## src/rtl/drawing_pkg.sv

```systemverilog
// rtl/drawing_pkg.sv - shared state/mode codes and byte-lane helpers for the drawing engine
package drawing_pkg;

    typedef enum logic {
        IDLE = 1'b0,
        BUSY = 1'b1
    } state_t;

    typedef enum logic {
        MODE_LINE = 1'b0,
        MODE_RECT = 1'b1
    } mode_t;

    function automatic bit bpp_legal(input int unsigned bpp);
        return (bpp == 8) || (bpp == 16);
    endfunction

    // Active-low byte enables for one pixel inside a 32-bit word.
    function automatic logic [3:0] nbyte_decode(input logic [1:0] lsb, input int unsigned bpp);
        logic [3:0] nb;
        if (bpp == 16) begin
            nb = lsb[1] ? 4'b0011 : 4'b1100;
        end else begin
            nb = ~(4'b0001 << lsb);
        end
        return nb;
    endfunction

endpackage

```

## src/rtl/drawing_byte_lane.sv

```systemverilog
// rtl/drawing_byte_lane.sv - pixel address LSBs and colour to write-port byte enables and data
module drawing_byte_lane
    import drawing_pkg::*;
#(
    parameter int unsigned BPP = 8
) (
    input  logic [1:0]     lsb,
    input  logic [BPP-1:0] colour,
    output logic [3:0]     nbyte,
    output logic [31:0]    data
);

    assign nbyte = nbyte_decode(lsb, BPP);
    assign data  = {(32 / BPP){colour}};

endmodule

```

## src/rtl/drawing_engine.sv

```systemverilog
// rtl/drawing_engine.sv - Bresenham line / solid rectangle plotter; DRAW_CLIP_EN adds address-window clipping
module drawing_engine
    import drawing_pkg::*;
#(
    parameter int unsigned ADDR_W = 20,
    parameter int unsigned LEN_W  = 10,
    parameter int unsigned STEP_W = 11,
    parameter int unsigned BPP    = 8
) (
    input  logic              clk,
    input  logic              rst_n,
    input  logic              req,
    output logic              ack,
    output logic              busy,
    input  logic [15:0]       r0,
    input  logic [15:0]       r1,
    input  logic [15:0]       r2,
    input  logic [15:0]       r3,
    input  logic [15:0]       r4,
    input  logic [15:0]       r5,
    input  logic [15:0]       r6,
    input  logic [15:0]       r7,
    input  logic [ADDR_W-1:0] clip_lo,
    input  logic [ADDR_W-1:0] clip_hi,
    output logic              de_req,
    input  logic              de_ack,
    output logic [ADDR_W-3:0] de_addr,
    output logic [3:0]        de_nbyte,
    output logic [31:0]       de_data
);

    if (!bpp_legal(BPP)) begin : g_bad_bpp
        $error("drawing_engine: BPP must be 8 or 16");
    end

    localparam logic [ADDR_W-1:0] PIX_BYTES = ADDR_W'(BPP / 8);

    state_t                   state, state_nx;
    mode_t                    mode;
    logic [LEN_W-1:0]         len_a, len_b, col, row;
    logic [ADDR_W-1:0]        step_a, step_d, addr, row_base;
    logic [BPP-1:0]           colour;
    logic signed [LEN_W+1:0]  err, cmp, two_b, two_diff;
    logic [31:0]              addr_word;
    logic [ADDR_W-1:0]        line_step_a, line_step_d, stride;
    logic                     start, last, visible, adv;
    logic                     unused_ops;

    assign addr_word   = {r5, r4};
    assign line_step_a = {{(ADDR_W - STEP_W){r2[STEP_W-1]}}, r2[STEP_W-1:0]};
    assign line_step_d = {{(ADDR_W - STEP_W){r3[STEP_W-1]}}, r3[STEP_W-1:0]};
    assign stride      = {{(ADDR_W - 16){r2[15]}}, r2};
    assign unused_ops  = ^{r0, r1, r2, r3, r6, r7, addr_word, clip_lo, clip_hi};

    assign start    = (state == IDLE) && req;
    assign busy     = (state == BUSY);
    assign two_b    = {1'b0, len_b, 1'b0};
    assign two_diff = ({2'b00, len_a} - {2'b00, len_b}) << 1;
    assign cmp      = err - two_b;
    assign last     = (mode == MODE_LINE) ? (col == len_a) : ((col == len_a) && (row == len_b));

`ifdef DRAW_CLIP_EN
    assign visible = (addr >= clip_lo) && (addr <= clip_hi);
`else
    assign visible = 1'b1;
`endif

    // Hidden pixels are skipped at one per clock as though the controller accepted them.
    assign adv    = busy && (de_ack || !visible);
    assign de_req = busy && visible && !(last && de_ack);

    always_ff @(posedge clk or negedge rst_n) begin
        if (!rst_n) begin
            state <= IDLE;
            ack   <= 1'b0;
        end else begin
            state <= state_nx;
            ack   <= start;
        end
    end

    always_comb begin
        state_nx = state;
        case (state)
            IDLE:    if (req) state_nx = BUSY;
            BUSY:    if (adv && last) state_nx = IDLE;
            default: state_nx = IDLE;
        endcase
    end

    always_ff @(posedge clk or negedge rst_n) begin
        if (!rst_n) begin
            mode     <= MODE_LINE;
            len_a    <= '0;
            len_b    <= '0;
            col      <= '0;
            row      <= '0;
            step_a   <= '0;
            step_d   <= '0;
            addr     <= '0;
            row_base <= '0;
            colour   <= '0;
            err      <= '0;
        end else if (start) begin
            mode     <= mode_t'(r7[0]);
            len_a    <= r0[LEN_W-1:0];
            len_b    <= r1[LEN_W-1:0];
            step_a   <= r7[0] ? stride : line_step_a;
            step_d   <= line_step_d;
            colour   <= r6[BPP-1:0];
            addr     <= addr_word[ADDR_W-1:0];
            row_base <= addr_word[ADDR_W-1:0];
            err      <= $signed({2'b00, r0[LEN_W-1:0]});
            col      <= '0;
            row      <= '0;
        end else if (adv && !last) begin
            if (mode == MODE_LINE) begin
                // col counts plotted pixels; the line ends when it reaches the major length.
                col <= col + LEN_W'(1);
                if (!cmp[LEN_W+1]) begin
                    err  <= cmp;
                    addr <= addr + step_a;
                end else begin
                    err  <= err + two_diff;
                    addr <= addr + step_d;
                end
            end else if (col != len_a) begin
                col  <= col + LEN_W'(1);
                addr <= addr + PIX_BYTES;
            end else begin
                col      <= '0;
                row      <= row + LEN_W'(1);
                row_base <= row_base + step_a;
                addr     <= row_base + step_a;
            end
        end
    end

    assign de_addr = addr[ADDR_W-1:2];

    drawing_byte_lane #(
        .BPP (BPP)
    ) u_byte_lane (
        .lsb    (addr[1:0]),
        .colour (colour),
        .nbyte  (de_nbyte),
        .data   (de_data)
    );

endmodule

```

## config.mk

```make
export PLATFORM = sky130hd
export DESIGN_NAME = drawing_engine
export DESIGN_NICKNAME = d
export VERILOG_FILES = /design/src/rtl/drawing_pkg.sv /design/src/rtl/drawing_byte_lane.sv /design/src/rtl/drawing_engine.sv
export SDC_FILE = /design/constraint.sdc
export NUM_CORES = 1
export LEC_CHECK = 0
export CORE_MARGIN = 5
export CORE_UTILIZATION = 52
export DETAILED_ROUTE_END_ITERATION = 7
export PLACE_DENSITY = 0.89
export SKIP_CTS_REPAIR_TIMING = 1
export SLEW_MARGIN = 20
export SYNTH_ARGS = -nofsm -noshare
export SYNTH_HDL_FRONTEND = slang
export SYNTH_SLANG_ARGS = --single-unit
```

## constraint.sdc

```tcl
create_clock -name clk -period 5.72 [get_ports clk]
set_input_delay 1.144 -clock clk [delete_from_list [all_inputs] [get_ports clk]]
set_output_delay 1.144 -clock clk [all_outputs]
set_load 0.005 [all_outputs]
```

; After elaboration in Yosys (flattened, before gate mapping)
; Index checks and enable logic that the tools add are counted.
[word_totals]
regBits = 134
in_bits = 172
out_inout_bits = 57
[classes]
n_addsub = 9
eq_ne = 5
shift = 1
n_mux = 26
n_bitwise = 2
reduce_logical = 13
[ops]
columns = op, count
row1 = 20-bit two-way mux, 10
row2 = 10-bit two-way mux, 8
row3 = 20-bit adder, 3
row4 = 12-bit two-way mux, 4
row5 = 10-bit by 1-bit adder with 10-bit output (second input constant), 2
row6 = 20-bit by 1-bit adder with 20-bit output (second input constant), 1
row7 = 10-bit == test, 2
row8 = 12-bit adder, 1
row9 = 12-bit subtractor, 1
row10 = 10-bit by 10-bit subtractor with 11-bit output, 1
row11 = 10-bit inequality test, 1
row12 = 1-bit logical AND, 7
row13 = 4-bit inverter, 1
row14 = 2-bit nonzero test, 2
row15 = 1-bit by 2-bit << shifter with 4-bit output (first input constant), 1
row16 = 1-bit two-way mux, 3
row17 = 3-bit AND reduction, 1
row18 = 1-bit logical NOT, 2
row19 = 2-bit by 1-bit inequality test with 1-bit output (second input constant), 1
row20 = 2-bit inequality test (second input constant), 1
row21 = 1-bit case mux with 2 select lines, 1
row22 = 2-bit AND reduction, 1
row23 = 1-bit inverter, 1

; Depth between registers and ports, before layout
; Gate-level depths: netlist (run 1).
[depth]
ltp_word = 7
ltp_mapped = 21
depth_no_buf = 20

; Modules after synthesis
; From an unflattened synthesis (run 1), not the netlist that was laid out.
[unflattened]
hier_cells = 1177
area_unflattened_um2 = 9679.3
[by_module_without_submodules]
columns = mod, instances, cells_each, area_each_um2, seq_area_each_um2
row1 = drawing_engine, 1, 1141, 9416.5, 3228.1
row2 = drawing_byte_lane, 1, 36, 262.8, 0.0

; Worst setup path before layout (run 1)
; No wires, ideal clock.
[synth_path]
path_kind = register to register
from = register len_b[0]
to = register addr[16]
setup_ps = 128
arrival_ps = 4936
t_required_ps = 5592
path_slack_ps = 657
path_stages_with_launch = 21
path_cell_list = dfrtp_1 ha_1 fa_1 nor2b_1 o2111ai_1 a31oi_1 mux2i_1 nand2_1 buf_2 mux2_2 ha_1 fa_1 a21o_1 a21o_1 a2111oi_2 o21ai_1 a41oi_1 o21ai_0 xor2_1 a221oi_1 nor3_1
[synth_between]
elab_chain_cells = 6
[synth_lines]
columns = element, line
row1 = start: declaration, drawing_engine.sv:40  ; logic [LEN_W-1:0] len_a, len_b, col, row;
row2 = start signal: assignment, drawing_engine.sv:107  ; len_b <= r1[LEN_W-1:0];
row3 = branches (longest 6 deep; another with 12-bit subtractor), --
row4 = end signal: assignment, drawing_engine.sv:122  ; addr <= addr + step_a;
row5 = end signal: assignment, drawing_engine.sv:125  ; addr <= addr + step_d;
row6 = end signal: assignment, drawing_engine.sv:129  ; addr <= addr + PIX_BYTES;
row7 = end: declaration, drawing_engine.sv:41  ; logic [ADDR_W-1:0] step_a, step_d, addr, row_base;
; Several ways; the timed one is not identified. The select of a mux whose other input is x is not followed.
; A chain may end at the register's enable or synchronous reset.

; Final worst setup path (run 1)
; Same ends and word-level chain as after synthesis.

==> results of run 1 <==
[metal layers]
layer  wire length [um]  up-vias
met4               1150        0
met5                  0        -
li1                   -     4340
met3               2290       94
met1              11300     4399
met2              13700      464
[cells in the mapped netlist (4+ instances only)]
cell      instances
nor2b_1          11
o21bai_1          6
clkbuf_1         36
ha_1             74
mux2_2           12
xor2_1           43
mux2i_1          10
nor4_1            5
o211ai_1         19
buf_2             5
nand3_1          27
a211oi_1          5
nand2_1         223
and3_1           10
o41ai_1           4
fa_1              5
a22oi_1          10
a311oi_1          4
o21ai_0          92
o21a_1            7
nor2_1           84
xnor2_1          57
o22ai_1           4
a21oi_1          88
a21o_1           28
nand4_1          17
inv_1            41
or3_1            13
a31oi_1          12
nor3_1           20
buf_4            42
and4_1            4
o31ai_1           4
dfrtp_1         129
[sequential cells by signal (all words and copies together) (netlist names), 8 cells and up]
register,flops
col,10
addr,20
step_a,16
row,10
step_d,11
colour,8
row_base,20
len_b,10
len_a,10
err,11
[final cells by class]
class / instances / area, um^2 / area share, %
repair buffers: 145 / 1440 / 12.2
well taps: 234 / 293 / 2.48
multi-input cells: 944 / 6020 / 51.0
clock buffers: 20 / 467 / 3.95
inverters: 42 / 160 / 1.36
flip-flops and latches: 129 / 3230 / 27.3
clock inverters: 12 / 204 / 1.73
[where the power goes]
group	total (mW)	switching (mW)	leakage (nW)	internal, mW
Clock	1.25	0.442	0.319	0.809
Combinational	1.11	0.581	3.56	0.529
Sequential	1.21	0.195	1.66	1.02
Total	3.57	1.22	5.54	2.36
[logic make-up (layout without fill, tap and decap cells)]
logic type | Yosys count | after routing | share of synthesized area [%]
xor gates and xnor gates | 100 | 100 | 8.89
adders and majority gates | 79 | 79 | 10.4
buffers and inverters | 127 | 219 | 6.52
and+or+nand+nor | 430 | 430 | 19.3
muxes | 22 | 22 | 2.39
AOI/OAI and AO/OA | 313 | 313 | 19.7
DFF | 129 | 129 | 32.8
[how the worst max path moves through the flow]
stage,start,to,slack (ps),depth (start not counted)
3_3_place_gp,len_b[0]$_DFFE_PN0P_,addr[16]$_DFFE_PN0P_,360,19
5_1_grt,len_b[0]$_DFFE_PN0P_,addr[16]$_DFFE_PN0P_,80,19
6_report,len_b[0]$_DFFE_PN0P_,addr[16]$_DFFE_PN0P_,320,19
3_5_place_dp,len_b[0]$_DFFE_PN0P_,addr[16]$_DFFE_PN0P_,190,19
2_1_floorplan,len_b[0]$_DFFE_PN0P_,addr[16]$_DFFE_PN0P_,660,20
4_1_cts,len_b[0]$_DFFE_PN0P_,addr[16]$_DFFE_PN0P_,70,19
[worst min-delay path, cell delays in order, from the launching register on]
cell,delay (ps)
dfrtp_1,340
nand2_1,50
nand2_1,50
==> impl_metrics.env, run 1 <==
export IMPL_synth_area_per_inst_um2=8.21
export IMPL_hold_slack_ps=478
export IMPL_critical_path_max_stage_delay_ps=450
export IMPL_grtUsageMet3_pct=5.79
export IMPL_postPlaceCellArea_um2=11100
export IMPL_start_util_pct=52.7
export IMPL_post_layout_total_power_mw=3.57
export IMPL_grt_util_met1_pct=32.0
export IMPL_relative_max_transition_margin_pct=37.7
export IMPL_number_of_hold_violations_in_the_final_report=0
export IMPL_wirelength_um=28500
export IMPL_r2r_end="addr[16]$_DFFE_PN0P_"
export IMPL_drcViolationCount=0
export IMPL_reg2reg_from="len_b[0]$_DFFE_PN0P_"
export IMPL_grt_overflow_total=0
export IMPL_dp_cells=1494
export IMPL_critPathMaxFanout=7
export IMPL_final_setup_viol_count=0
export IMPL_largest_net_degree_at_the_start_of_global_routing=130
export IMPL_layout_cells_most_common="nand2_1"
export IMPL_rsz0062_at_grt="false"
export IMPL_die_width_um=148
export IMPL_most_common_layout_cells="nand2_1, clkdlybuf4s50_1, dfrtp_1"
export IMPL_via_count=9297
export IMPL_grt_met2_usage_pct=43.9
export IMPL_area_growth_synth_to_final_pct=19.9
export IMPL_number_of_synthesized_register_bits=129
export IMPL_netlist_top_cells_area="dfrtp_1, ha_1, nand2_1, xnor2_1, o21ai_0"
export IMPL_report_final_slew_viol_count=0
export IMPL_final_gp_congestion=0.970
export IMPL_busiest_layer="met2"
export IMPL_synthesis_area_um2=9850
export IMPL_max_clock_freq_mhz=185
export IMPL_cts_buffers_inserted=17
export IMPL_timing_setup_critical_path_class="reg2reg"
export IMPL_dr_first_iter_drc_count=804
export IMPL_number_of_antenna_violations_at_the_first_check_in_global_routing=0
export IMPL_pre_repair_dr_iteration_count=7
export IMPL_route_detailed_wl_per_inst_um=18.7
export IMPL_timing_setup_tns_ps=0
export IMPL_power_density_nw_per_um2=303
export IMPL_io_pin_count=229
export IMPL_grt_pass1_wl_um=46000
export IMPL_postLayoutSetupSlackWorst_ps=316
export IMPL_worst_r2r_path_depth=19
export IMPL_first_global_vias=9365
export IMPL_ratio_of_cells_with_drive_above_1_in_the_final_layout_pct=5.42
export IMPL_whs_path_depth=2
export IMPL_clk_lat_worst_skew_ps=440
export IMPL_synth_warning_count=0
export IMPL_number_of_standard_cells_in_the_final_layout_excluding_fillers=1526
export IMPL_cts_tree="yes"
export IMPL_worst_setup_path_end_kind="flip-flop"
export IMPL_floorplan_die_height_um=148
export IMPL_synth_cell_types=65
export IMPL_crit_required_ps=6030
export IMPL_place_hpwl_um=19700
export IMPL_synth_top_area_share_pct=32.8
export IMPL_synth_largest_area_cell="dfrtp_1"
export IMPL_hold_path_startpoint="step_d[7]$_DFFE_PN0P_"
export IMPL_detailedPlace_worstSlack_ps=189
export IMPL_synth_cells=1200
export IMPL_max_cap_violations=0
export IMPL_worst_pin_slew_ps=932
export IMPL_grt_total_usage_pct=26.1
export IMPL_n_fill_cell=1537
export IMPL_master_of_the_slowest_instance_on_the_critical_path="dfrtp_1"
export IMPL_peakVddDrop_v=0.000220
export IMPL_clkSlewWorstSetupHoldPaths_ps=60
export IMPL_cts_sinks=129
export IMPL_std_cell_rows=50
export IMPL_portBuffers=136
export IMPL_coreArea_um2=18700
export IMPL_root_buffer="clkbuf_16"
export IMPL_synth_enable_flop_cells=0
export IMPL_cp_cell_sequence="ha_1 > fa_1 > nor2b_1 > o2111ai_1 > a31oi_2 > mux2i_2 > nand2_4 > mux2_2 > ha_1 > fa_1 > a21o_1 > a21o_1 > a2111oi_4 > o21ai_1 > a41oi_1 > o21ai_0 > xor2_1 > a221oi_1 > nor3_1"
export IMPL_hp_class="reg2reg"
export IMPL_asyncSetResetFlopFracSynth_pct=100
export IMPL_worst_path_arrival_time_ps=5720
export IMPL_final_period_util_pct=94.5
export IMPL_synth_ff_type="dfrtp_1"
export IMPL_crit_path_start_kind="flip-flop"
export IMPL_r2r_setup_slack_ps=320
export IMPL_path_delay_family="compound AO/OA/AOI/OAI gates"
export IMPL_fp_dieArea_um2=21800
export IMPL_seq_area_frac_synth_pct=32.8
export IMPL_cts_buffer_depth=2
export IMPL_postRouteAntennaNets=0
export IMPL_power_leakage_nw=5.54
export IMPL_endpoint_worst_hold="step_d[7]$_DFFE_PN0P_"
export IMPL_antenna_cells=0
export IMPL_cts_htree_levels=4
export IMPL_skew_final_ps=13.9
export IMPL_utilization_pct=63.1
export IMPL_status="completed"
export IMPL_mappedNetlistNets=1451
export IMPL_final_instance_area_um2=11800
export IMPL_finish_net_count=1530
export IMPL_min_period_ps=5400
export IMPL_worst_path_buf_inv=0
export IMPL_route_detailed_vias_per_inst=6.09
Power figures use the tool's default switching activity.
==> inputs of run 2 (changes only) <==
--- a/config.mk
+++ b/config.mk
@@ -6,11 +6,12 @@
 export NUM_CORES = 1
 export LEC_CHECK = 0
 export CORE_MARGIN = 5
-export CORE_UTILIZATION = 52
+export CORE_UTILIZATION = 46
 export DETAILED_ROUTE_END_ITERATION = 7
-export PLACE_DENSITY = 0.89
+export PLACE_DENSITY = 0.84
 export SKIP_CTS_REPAIR_TIMING = 1
 export SLEW_MARGIN = 20
 export SYNTH_ARGS = -nofsm -noshare
 export SYNTH_HDL_FRONTEND = slang
+export SYNTH_HIERARCHICAL = 1
 export SYNTH_SLANG_ARGS = --single-unit
==> constraint.sdc (replaced) <==
create_clock -name clk -period 4.9 [get_ports clk]
set_input_delay 0.98 -clock clk [delete_from_list [all_inputs] [get_ports clk]]
set_output_delay 0.98 -clock clk [all_outputs]
set_load 0.005 [all_outputs]
==> run 2 against run 1 <==
Compared with the run above: final cell count up 3.3%; non-clock buffer count up 39; maximum frequency up 15%; hold slack worse by 1.8 ps; highest routed layer unchanged; via count down 3.7%.
==> impl_metrics.env, run 2 <==
export IMPL_number_of_hold_violations_in_the_final_report=0
export IMPL_grtUsageMet3_pct=4.67
export IMPL_cts_buffer_depth=2
export IMPL_grt_overflow_total=0
export IMPL_postRouteAntennaNets=0
export IMPL_synth_cell_types=61
export IMPL_portBuffers=136
export IMPL_synth_largest_area_cell="dfrtp_1"
export IMPL_worst_path_arrival_time_ps=5010
export IMPL_synth_top_area_share_pct=33.4
export IMPL_hp_class="reg2reg"
export IMPL_start_util_pct=46.3
export IMPL_route_detailed_wl_per_inst_um=17.4
export IMPL_min_period_ps=4700
export IMPL_multi_input_gate_area_in_the_final_layout_um2=5890
export IMPL_layout_cells_most_common="nand2_1"
export IMPL_wirelength_um=27400
export IMPL_n_fill_cell=1832
export IMPL_utilization_pct=57.2
export IMPL_number_of_antenna_violations_at_the_first_check_in_global_routing=0
export IMPL_std_cell_rows=53
export IMPL_register_area_um2=3230
export IMPL_finish_net_count=1537
export IMPL_fp_dieArea_um2=24000
export IMPL_crit_path_start_kind="flip-flop"
export IMPL_largest_net_degree_at_the_start_of_global_routing=101
export IMPL_whs_path_depth=2
export IMPL_final_gp_congestion=0.957
export IMPL_io_pin_count=229
export IMPL_critical_path_max_stage_delay_ps=390
export IMPL_timing_setup_critical_path_class="reg2reg"
export IMPL_cts_sinks=129
export IMPL_power_density_nw_per_um2=978
export IMPL_final_setup_viol_count=0
export IMPL_die_width_um=155
export IMPL_timing_critical_path_from="len_b[0]$_DFFE_PN0P_"
export IMPL_cp_cell_sequence="ha_2 > fa_2 > nor2b_2 > o2111ai_2 > a31oi_4 > a21o_1 > a21oi_4 > xnor2_4 > mux2_4 > ha_2 > fa_2 > a21o_1 > a21oi_2 > o21ai_2 > a31o_2 > a21o_1 > nand2_2 > o21ai_2 > o31ai_2 > xor2_1 > a2111oi_2"
export IMPL_asyncSetResetFlopFracSynth_pct=100
export IMPL_grt_met2_usage_pct=38.8
export IMPL_route_detailed_vias_per_inst=5.68
export IMPL_grt_util_met1_pct=27.8
export IMPL_top_regs="addr: 20 flops, row_base: 20 flops, step_a: 16 flops"
export IMPL_synth_enable_flop_cells=0
export IMPL_number_of_synthesized_register_bits=129
export IMPL_grt_pass1_wl_um=44300
export IMPL_cts_tree="yes"
export IMPL_peakVddDrop_v=0.000479
export IMPL_timing_setup_tns_ps=0
export IMPL_skew_final_ps=9.58
export IMPL_worst_r2r_path_depth=21
export IMPL_most_common_layout_cells="nand2_1, clkdlybuf4s50_1, dfrtp_1"
export IMPL_pre_repair_dr_iteration_count=5
export IMPL_first_global_vias=8959
export IMPL_seq_area_frac_synth_pct=33.4
export IMPL_number_of_standard_cells_in_the_final_layout_excluding_fillers=1576
export IMPL_floorplan_die_height_um=155
export IMPL_coreArea_um2=20900
export IMPL_place_hpwl_um=19600
export IMPL_report_final_slew_viol_count=0
export IMPL_final_period_util_pct=96.0
export IMPL_power_leakage_nw=5.38
export IMPL_post_layout_total_power_mw=11.7
export IMPL_relative_max_transition_margin_pct=28.5
export IMPL_status="completed"
export IMPL_r2r_end="addr[18]$_DFFE_PN0P_"
export IMPL_worst_setup_path_end_kind="flip-flop"
export IMPL_synth_cells=1177
export IMPL_synth_warning_count=6
export IMPL_critPathMaxFanout=4
export IMPL_r2r_setup_slack_ps=200
export IMPL_root_buffer="clkbuf_16"
export IMPL_dp_cells=1542
export IMPL_netlist_top_cells_area="dfrtp_1, ha_1, nand2_1, xnor2_1, o21ai_0"
export IMPL_mappedNetlistNets=1425
export IMPL_max_cap_violations=0
export IMPL_clkSlewWorstSetupHoldPaths_ps=60
export IMPL_synthesis_area_um2=9680
export IMPL_area_growth_synth_to_final_pct=23.5
export IMPL_cts_buffers_inserted=17
export IMPL_max_clock_freq_mhz=213
export IMPL_critical_path_most_common_cell="a21o_1"
export IMPL_busiest_layer="met2"
export IMPL_master_of_the_slowest_instance_on_the_critical_path="dfrtp_1"
export IMPL_synth_ff_type="dfrtp_1"
export IMPL_crit_required_ps=5210
export IMPL_clk_lat_worst_skew_ps=420
export IMPL_synth_common_cells="nand2_1, dfrtp_1, o21ai_0, a21oi_1, nor2_1"
export IMPL_cp_endpoint="addr[18]$_DFFE_PN0P_"
export IMPL_hold_slack_ps=476
export IMPL_grt_total_usage_pct=22.5
export IMPL_drcViolationCount=0
export IMPL_synth_area_per_inst_um2=8.22
export IMPL_reg2reg_from="len_b[0]$_DFFE_PN0P_"
export IMPL_cts_htree_levels=4
export IMPL_worst_pin_slew_ps=1070
export IMPL_antenna_cells=0
export IMPL_dr_first_iter_drc_count=725
export IMPL_via_count=8957
export IMPL_ratio_of_cells_with_drive_above_1_in_the_final_layout_pct=9.38
export IMPL_yosysMostFrequentCell="nand2_1"
==> run 2: cell count changes in the layout (fill, tap and decap cells not counted), sizes merged, moves of 8 or more <==
cell    change
buf        +39
nor3        -9
nand2b      +9
a21o       -10
nand2       +8
inv         -9
==> run 2: final cells by class <==
class / count / area share [%]
Clock inverter: 9 / 1.30
Sequential cell: 129 / 27.0
Inverter: 35 / 1.11
Multi-Input combinational cell: 922 / 49.3
Clock buffer: 22 / 3.97
Tap cell: 275 / 2.88
Timing Repair Buffer: 184 / 14.4
==> run 2: critical path: cells and delay by family, from the launching register on <==
family	cells	cell delay, ps
and+or+nand+nor	2	250
muxes	1	320
AOI/OAI and AO/OA	12	2210
xor gates and xnor gates	2	320
adders and majority gates	4	1080
DFF	1	390
==> run 2: per-stage QoR <==
stage / setup WS, ps / area [um^2]
floorplan: 11.7 / 9710
global placement: -39.9 / 11200
detailed placement: -181 / 11200
CTS: -231 / 11900
global route: -88.0 / 12000
finish: 197 / 12000
==> run 2: per-layer routing <==
| metal | vias to the layer above | wire length (um) |
|---|---|---|
| li1 | 4248 | - |
| met5 | - | 0 |
| met2 | 390 | 13300 |
| met4 | 0 | 801 |
| met3 | 70 | 2140 |
| met1 | 4249 | 11100 |
==> run 2: how the worst min path moves through the flow <==
stage               slack (ps)                    end                   from
detailed placement         460  step_d[6]$_DFFE_PN0P_  step_d[6]$_DFFE_PN0P_
finish                     480  step_d[6]$_DFFE_PN0P_  step_d[6]$_DFFE_PN0P_
CTS                        480  step_d[6]$_DFFE_PN0P_  step_d[6]$_DFFE_PN0P_
global placement           460  step_d[3]$_DFFE_PN0P_  step_d[3]$_DFFE_PN0P_
floorplan                  440  step_d[0]$_DFFE_PN0P_  step_d[0]$_DFFE_PN0P_
global route               510  step_d[6]$_DFFE_PN0P_  step_d[6]$_DFFE_PN0P_
==> run 2: logic make-up after synthesis <==
logic type	count (synthesis)	synth area share [%]
adder cells (fa/ha/maj)	76	10.2
buffers and inverters	126	6.88
AND/OR/NAND/NOR	438	20.3
AO/OA/AOI/OAI	284	17.5
flip-flops	129	33.4
XOR/XNOR	104	9.49
multiplexers	20	2.22
==> run 2: where the power goes <==
| group | total (mW) | switching, mW | internal, mW | leakage [nW] |
|---|---|---|---|---|
| logic | 8.18 | 4.24 | 3.94 | 3.48 |
| registers | 2.12 | 0.583 | 1.54 | 1.60 |
| clock network | 1.39 | 0.500 | 0.890 | 0.306 |
==> inputs of run 3 (changes only) <==
--- a/config.mk
+++ b/config.mk
@@ -9,7 +9,6 @@
 export CORE_UTILIZATION = 46
 export DETAILED_ROUTE_END_ITERATION = 7
 export PLACE_DENSITY = 0.84
-export SKIP_CTS_REPAIR_TIMING = 1
 export SLEW_MARGIN = 20
 export SYNTH_ARGS = -nofsm -noshare
 export SYNTH_HDL_FRONTEND = slang
==> run 3 against run 2 <==
Compared with the run above: register-to-register slack about the same; clock skew increased by 3.4 ps; global-route usage hardly changed; first-iteration DRC count decreased by 5.7%; utilization rose by 0.060 points; hold slack improved by 1.7 ps; routed wire length increased by 0.14%; clock power hardly changed; sequential power about the same; sequential share of layout area about the same.
==> impl_metrics.env, run 3 (synthesis results as in run 2) <==
export IMPL_status="completed"
export IMPL_number_of_antenna_violations_at_the_first_check_in_global_routing=0
export IMPL_critPathMaxFanout=4
export IMPL_grtUsageMet3_pct=4.48
export IMPL_cts_sinks=129
export IMPL_cts_buffer_depth=2
export IMPL_relative_max_transition_margin_pct=29.2
export IMPL_crit_required_ps=5210
export IMPL_first_global_vias=8948
export IMPL_drcViolationCount=0
export IMPL_detailedPlace_worstSlack_ps=-181
export IMPL_die_width_um=155
export IMPL_postRouteAntennaNets=0
export IMPL_r2r_setup_slack_ps=200
export IMPL_reg2reg_from="len_b[0]$_DFFE_PN0P_"
export IMPL_comb_power_share_pct=70.0
export IMPL_crit_path_start_kind="flip-flop"
export IMPL_timing_setup_critical_path_class="reg2reg"
export IMPL_clkPwrFrac_pct=11.9
export IMPL_postPlaceCellArea_um2=11200
export IMPL_endpoint_worst_hold="step_d[2]$_DFFE_PN0P_"
export IMPL_power_leakage_nw=5.39
export IMPL_layout_cells_most_common="nand2_1"
export IMPL_worst_r2r_path_depth=21
export IMPL_start_util_pct=46.3
export IMPL_power_density_nw_per_um2=979
export IMPL_std_cell_rows=53
export IMPL_internal_power_mw=6.38
export IMPL_wirelength_um=27400
export IMPL_switching_power_mw=5.33
export IMPL_final_gp_congestion=0.957
export IMPL_portBuffers=136
export IMPL_hold_slack_ps=478
export IMPL_postLayoutSetupSlackWorst_ps=201
export IMPL_whs_path_depth=2
export IMPL_number_of_hold_violations_in_the_final_report=0
export IMPL_final_setup_viol_count=0
export IMPL_grt_pass1_wl_um=44300
export IMPL_max_clock_freq_mhz=213
export IMPL_peakVddDrop_v=0.000477
export IMPL_hold_buffers=0
export IMPL_grt_util_met1_pct=28.0
export IMPL_worst_setup_path_end_kind="flip-flop"
export IMPL_grt_overflow_total=0
export IMPL_via_count=8992
export IMPL_cts_buffers_inserted=17
export IMPL_antenna_cells=0
export IMPL_most_common_layout_cells="nand2_1, clkdlybuf4s50_1, dfrtp_1"
export IMPL_timing_setup_tns_ps=0
export IMPL_fp_dieArea_um2=24000
export IMPL_swShare_pct=45.5
export IMPL_power_sequential_fraction_pct=18.1
export IMPL_largest_net_degree_at_the_start_of_global_routing=101
export IMPL_clk_lat_worst_skew_ps=430
export IMPL_cts_htree_levels=4
export IMPL_busiest_layer="met2"
export IMPL_coreArea_um2=20900
export IMPL_ratio_of_cells_with_drive_above_1_in_the_final_layout_pct=9.45
export IMPL_finish_net_count=1537
export IMPL_final_period_util_pct=95.9
export IMPL_skew_final_ps=12.9
export IMPL_worst_pin_slew_ps=1060
export IMPL_r2r_end="addr[18]$_DFFE_PN0P_"
export IMPL_worst_path_arrival_time_ps=5010
export IMPL_grt_met2_usage_pct=38.9
export IMPL_hold_path_startpoint="step_d[2]$_DFFE_PN0P_"
export IMPL_cts_tree="yes"
export IMPL_root_buffer="clkbuf_16"
export IMPL_io_pin_count=229
export IMPL_route_detailed_vias_per_inst=5.71
export IMPL_post_layout_total_power_mw=11.7
export IMPL_place_hpwl_um=19600
export IMPL_floorplan_die_height_um=155
export IMPL_pre_repair_dr_iteration_count=6
export IMPL_area_growth_synth_to_final_pct=23.6
export IMPL_final_instance_area_um2=12000
export IMPL_grt_total_usage_pct=22.5
export IMPL_hp_class="reg2reg"
export IMPL_min_period_ps=4700
export IMPL_route_detailed_wl_per_inst_um=17.4
export IMPL_top_regs="addr: 20 flops, row_base: 20 flops, step_a: 16 flops"
export IMPL_clkSlewWorstSetupHoldPaths_ps=60
export IMPL_report_final_slew_viol_count=0
export IMPL_max_cap_violations=0
export IMPL_dr_first_iter_drc_count=684
[run 3: area by class of cell]
class                           instances  area, um^2
Fill cell                            1827        8920
Multi-Input combinational cell        922        5910
Sequential cell                       129        3230
Timing Repair Buffer                  184        1730
Clock buffer                           22         474
Tap cell                              275         344
Clock inverter                          9         155
Inverter                               35         133
[run 3: what timing repair did]
item                                    4_1_cts  5_1_grt
endpoints found under the setup margin        4        7
pin swaps                                     1        5
hold endpoints to repair                      0        0
buffers inserted                              0        3
resized for setup                             5       16
[run 3: metal layers]
metal	up-vias	share of wire, %
met5	-	0
met4	0	3.0
met3	72	7.0
met2	372	49
met1	4294	41
li1	4254	-
[run 3: worst max-delay path, cell delays in order, from the launching register on]
cell       delay [ps]
dfrtp_1           390
ha_2              190
fa_2              370
nor2b_4           150
o2111ai_4         150
a31oi_4           230
a21o_1            180
a21oi_4            80
xnor2_4           200
mux2_4            320
ha_2              190
fa_2              350
a21o_1            170
a21oi_2           170
o21ai_2           100
a31o_2            230
a21o_1            200
nand2_2           110
o21ai_2           100
o31ai_2           250
xor2_1            130
a2111oi_2         310
[run 3: worst max path at each step]
stage                    startpoint                    to  cells after the start
2_1_floorplan  len_b[0]$_DFFE_PN0P_  addr[18]$_DFFE_PN0P_                     22
3_3_place_gp   len_b[0]$_DFFE_PN0P_  addr[18]$_DFFE_PN0P_                     21
3_5_place_dp     err[1]$_DFFE_PN0P_  addr[18]$_DFFE_PN0P_                     22
4_1_cts          err[1]$_DFFE_PN0P_  addr[18]$_DFFE_PN0P_                     22
5_1_grt          err[1]$_DFFE_PN0P_  addr[19]$_DFFE_PN0P_                     23
6_report       len_b[0]$_DFFE_PN0P_  addr[18]$_DFFE_PN0P_                     21
[run 3: through the flow]
step	util (%)	std cells
final	57.3	1576
after global routing	57.3	1576
after CTS	56.9	1573
after detailed placement	53.7	1542
after global placement	53.7	1542
after floorplan	-	1177
[run 3: power groups by stage]
stage / clock, mW / sequential (mW) / combinational [mW]
finish: 1.39 / 2.12 / 8.20
global placement: 0 / 2.09 / 7.49
CTS: 1.40 / 2.11 / 7.94
floorplan: 0 / 1.91 / 5.90
global route: 1.45 / 2.18 / 9.07
detailed placement: 0 / 2.11 / 7.80
==> patch 1 (flow settings as in run 2) <==
Make the reset (`rst_n`) synchronous in 2 clocked blocks.
--- a/src/rtl/drawing_engine.sv
+++ b/src/rtl/drawing_engine.sv
@@ -69,7 +69,7 @@
     assign adv    = busy && (de_ack || !visible);
     assign de_req = busy && visible && !(last && de_ack);
 
-    always_ff @(posedge clk or negedge rst_n) begin
+    always_ff @(posedge clk) begin
         if (!rst_n) begin
             state <= IDLE;
             ack   <= 1'b0;
@@ -88,7 +88,7 @@
         endcase
     end
 
-    always_ff @(posedge clk or negedge rst_n) begin
+    always_ff @(posedge clk) begin
         if (!rst_n) begin
             mode     <= MODE_LINE;
             len_a    <= '0;
Check against the original RTL: differs if rst_n is asserted again (counterexample within 4 cycles, from zero or initial values and one cycle with rst_n low); with rst_n held inactive, the same outputs for 4 cycles.
==> patch 1 against run 2 <==
Critical path depth is 1 higher; first-iteration DRC count is 7.2% higher; maximum frequency is 6.6% lower; die area is 1.8% lower; critical path type unchanged; largest cell class unchanged; routed wire length is 3.2% higher; synthesized area is 1.9% lower; utilization is 0.39 points higher; sequential share of layout area is 4.9 points lower; final area is 2.2% lower; global-route usage is 0.48 points higher; worst setup slack worse by 0.33 ns; sequential cell count stayed put; the run now ends with setup timing left.
Power is not compared: it rests on default switching activity, and its combinational part moved more than twofold at a synthesized area within 25%.
==> patch 1: results (changes against run 2) <==
metric;value;unit;change
drive_gt1_share;10.1;%;was 9.38%
reg2reg_to;addr[18]$_SDFFE_PN0P_;;was addr[18]$_DFFE_PN0P_
synth_area_leaders;dfxtp_1 (27%), ha_1 (9.4%), nand2_1 (7.4%), a21oi_1 (6.1%), xor2_1 (5.0%);;was dfrtp_1 (33%), ha_1 (9.2%), nand2_1 (9.0%), xnor2_1 (5.5%), o21ai_0 (4.8%)
fin_skew;0.0146;ns;was 0.00958 ns
synthArstFlopShare;0;%;was 100%
layout_setup_ws;-0.136;ns;was 0.197 ns
min_path_cells;2;;unchanged
hold_class;flip-flop to flip-flop;;unchanged
h-tree-depth;4;;unchanged
finalSetupViolCount;3;;was 0
synthesis.nets;1469;;was 1425
clk_latency;0.44;ns;was 0.42 ns
synth_commonest_cells;nand2_1 (187), dfxtp_1 (129), a21oi_1 (115), nor2_1 (94), ha_1 (71);;was nand2_1 (231), dfrtp_1 (129), o21ai_0 (92), a21oi_1 (84), nor2_1 (79)
synth.distinct_cells;74;;was 61
worst_ep_arrival_time;5.39;ns;was 5.01 ns
p_leak;4.80;nW;
nNetsFinal;1575;;was 1537
post_drt_wl_per_cell;17.5;um;was 17.4 um
cp_max_fo;3;;was 4
timing.slew.headroom;35.4;%;was 28.5%
place_area;10900;um^2;was 11200 um^2
violations;setup timing;;
ys_seq_area_share;27.2;%;was 33.4%
grt_pass1_vias;8995;;was 8959
place_hpwl;20500;um;was 19600 um
grt.total_usage;23.0;%;was 22.5%
place_congestion;0.916;;was 0.957
grt_pass1_wl;44900;um;was 44300 um
grt_max_degree;75;;was 101
hold_ws;0.452;ns;was 0.476 ns
drt_iter0_drc;777;;was 725
timing.rr.start;err[1]$_SDFFE_PN0P_;;was len_b[0]$_DFFE_PN0P_
hold_end;step_d[3]$_SDFFE_PN0P_;;was step_d[6]$_DFFE_PN0P_
ir_worst_vdd;0.233;mV;
r2r_cells;22;;was 21
min_from;step_d[3]$_SDFFE_PN0P_;;was step_d[6]$_DFFE_PN0P_
yosys_most_used_dff;dfxtp_1;;was dfrtp_1
outcome;finished with violations;;was completed
tns;-0.238;ns;was 0 ns
viasPerCell;5.80;;was 5.68
place_ws;-0.211;ns;was -0.181 ns
patch 1: layout make-up:
class / instances / area, um^2
Clock buffer: 17 / 425
Clock inverter: 15 / 145
Fill cell: 1776 / 8600
Inverter: 39 / 146
Multi-Input combinational cell: 951 / 6290
Sequential cell: 129 / 2580
Tap cell: 270 / 338
Timing Repair Buffer: 189 / 1770
patch 1: worst max-delay path by stage:
stage / to / slack [ns] / from
after floorplan: addr[18]$_SDFFE_PN0P_ / 0.06 / err[1]$_SDFFE_PN0P_
after global placement: addr[18]$_SDFFE_PN0P_ / -0.04 / err[1]$_SDFFE_PN0P_
after detailed placement: addr[18]$_SDFFE_PN0P_ / -0.21 / err[1]$_SDFFE_PN0P_
after CTS: addr[18]$_SDFFE_PN0P_ / -0.40 / err[1]$_SDFFE_PN0P_
after global routing: addr[18]$_SDFFE_PN0P_ / -0.35 / err[1]$_SDFFE_PN0P_
final: addr[18]$_SDFFE_PN0P_ / -0.14 / err[1]$_SDFFE_PN0P_
patch 1: worst max-delay path: stages (launching register included):
cell and delay [ns]:
dfxtp_2 0.34, inv_2 0.05, ha_4 0.17, fa_2 0.38, nand2b_4 0.17, a21oi_4 0.16
o211ai_1 0.15, a21oi_2 0.27, xor2_2 0.24, buf_4 0.16, mux2_4 0.33, ha_4 0.18
fa_2 0.37, a211o_4 0.36, a211oi_2 0.23, buf_4 0.16, o31ai_4 0.07, nor4_4 0.28
o31ai_2 0.12, o41a_1 0.39, xor2_1 0.15, nand2_1 0.07, a31oi_1 0.18
patch 1: kinds of logic (layout without fill, tap and decap cells):
family	count (synthesis)	after routing	share of synthesized area (%)
compound gates	330	330	22.1
flops	129	129	27.2
simple gates	414	414	19.7
fa+ha+maj	76	76	10.4
buf+inv	141	260	7.97
mux	30	30	3.33
xor+xnor	101	101	9.32
patch 1: power by group through the flow:
stage	Clock, W	Combinational, W	Sequential, W
after global placement	0	0.00126	0.00123
after CTS	0.00128	0.00133	0.00121
final	0.00127	0.00141	0.00122
after detailed placement	0	0.00131	0.00124
after global routing	0.00133	0.00154	0.00123
after floorplan	0	0.000942	0.00121
patch 1: per-layer routing:
layer,up-vias,share of wire (%),wire length (um),track usage [%]
met2,362,48,13500,38.4
met4,0,2.8,795,8.37
li1,4464,-,-,-
met1,4438,42,12000,29.7
met5,-,0,0,0
met3,68,6.9,1950,4.41
patch 1: through the flow:
step | std cells | power, W
2_1_floorplan | 1221 | 0.00215
5_1_grt | 1610 | 0.00410
6_report | 1610 | 0.00390
4_1_cts | 1602 | 0.00382
3_5_place_dp | 1570 | 0.00254
3_3_place_gp | 1570 | 0.00250
==> patch 2 (settings of run 2) <==
Without the edit above. Add a define of `DRAW_CLIP_EN`.
--- a/src/rtl/drawing_engine.sv
+++ b/src/rtl/drawing_engine.sv
@@ -1,4 +1,6 @@
 // rtl/drawing_engine.sv - Bresenham line / solid rectangle plotter; DRAW_CLIP_EN adds address-window clipping
+`define DRAW_CLIP_EN
+
 module drawing_engine
     import drawing_pkg::*;
 #(
Behaviour: not the same (a bounded check fails within 4 cycles, from zero or initial values and one cycle with rst_n low).
==> patch 2 against run 2 <==
Synthesized area up 14%; sequential cell count did not move; power increased by 6.1%; sequential power about the same; first-iteration DRC count grew 23%; non-clock buffer count grew 46; utilization up 1.3 points; clock skew increased by 0.0044 ns; worst setup slack worse by 0.071 ns; final area up 15%; routed wire length up 22%; critical path type unchanged; largest cell class unchanged.
==> patch 2: results (changes against run 2) <==
metric;value;unit;change
io_buffers;176;;was 136
place_area;13100;um^2;was 11200 um^2
antenna_found_initial;0;;unchanged
fin_skew;0.0140;ns;was 0.00958 ns
grt_util_met3;4.77;%;was 4.67%
outcome;completed;;unchanged
synth_fa_ha_area_share;13.5;%;was 10.2%
post_drt_wl_per_cell;18.2;um;was 17.4 um
place_hpwl;25200;um;was 19600 um
place_congestion;0.972;;was 0.957
synth.avg_cell_area;8.21;um^2;was 8.22 um^2
synth_commonest_cells;nand2_1 (238), dfrtp_1 (129), ha_1 (111), o21ai_0 (95), inv_1 (90);;was nand2_1 (231), dfrtp_1 (129), o21ai_0 (92), a21oi_1 (84), nor2_1 (79)
critical-path-top-delay-family;compound AO/OA/AOI/OAI gates;;unchanged
drive_gt1_share;9.17;%;was 9.38%
cp_max_fo;10;;was 4
switching_power;0.00586;W;was 0.00532 W
power_frac_seq;17.1;%;was 18.2%
synthArstFlopShare;100;%;unchanged
grt_pass1_wl;52300;um;was 44300 um
min_from;step_d[9]$_DFFE_PN0P_;;was step_d[6]$_DFFE_PN0P_
hold_end;step_d[9]$_DFFE_PN0P_;;was step_d[6]$_DFFE_PN0P_
firstDrtPassIters;6;;was 5
muxShareOfSynthArea;2.39;%;was 2.22%
synth_compound_area_share;20.9;%;was 17.5%
n_fill_cell;2031;;was 1832
viasPerCell;5.82;;was 5.68
synthesis.nets;1635;;was 1425
grt_pass1_vias;10800;;was 8959
crit_end;addr[16]$_DFFE_PN0P_;;was addr[18]$_DFFE_PN0P_
worstSetupStartpoint;err[1]$_DFFE_PN0P_;;was len_b[0]$_DFFE_PN0P_
drt_iter0_drc;893;;was 725
slowest_delay;0.37;ns;was 0.39 ns
grt.total_usage;24.2;%;was 22.5%
ir_worst_vdd;0.430;mV;was 0.479 mV
grt_max_degree;100;;was 101
use_met2;40.5;%;was 38.8%
powerDensity;900;nW/um^2;was 978 nW/um^2
synth_area_leaders;dfrtp_1 (29%), ha_1 (13%), nand2_1 (8.1%), o21ai_0 (4.3%), xnor2_1 (3.9%);;was dfrtp_1 (33%), ha_1 (9.2%), nand2_1 (9.0%), xnor2_1 (5.5%), o21ai_0 (4.8%)
p_leak;6.62;nW;was 5.38 nW
worstMarginPinSlew;0.784;ns;was 1.07 ns
ys_seq_area_share;29.2;%;was 33.4%
cp_slowest_cell;dfrtp_1;;unchanged
power_frac_clock;10.6;%;was 11.9%
synthXorXnorAreaFrac;7.34;%;was 9.49%
place_ws;-0.189;ns;was -0.181 ns
layout_setup_ws;0.127;ns;was 0.197 ns
fin_cells;1834;;was 1576
synth.distinct_cells;78;;was 61
hold_ws;0.481;ns;was 0.476 ns
use_met1;29.2;%;was 27.8%
patch 2: cell count changes after synthesis, moves of 6 or more:
| cell | run 2 | this run |
|---|---|---|
| a21o_1 | 18 | 33 |
| and3_1 | 10 | 17 |
| clkbuf_1 | 37 | 30 |
| ha_1 | 71 | 111 |
| inv_1 | 34 | 90 |
| mux2i_1 | 8 | 14 |
| nand2_1 | 231 | 238 |
| nor2_1 | 79 | 68 |
| nor3_1 | 11 | 18 |
| xnor2_1 | 61 | 49 |
patch 2: routing by layer:
metal  share of wire [%]  up-vias
met5                   0        -
met4                 5.0        0
met3                 7.6      112
met2                  47      480
met1                  40     5055
li1                    -     5019
patch 2: cell type report:
type | count | area [um^2] | area share (%)
Inverter | 93 | 350 | 2.54
Sequential cell | 129 | 3230 | 23.4
Timing Repair Buffer | 230 | 2200 | 16.0
Multi-Input combinational cell | 1031 | 7010 | 50.9
Clock inverter | 15 | 171 | 1.24
Clock buffer | 17 | 425 | 3.09
Tap cell | 319 | 399 | 2.90
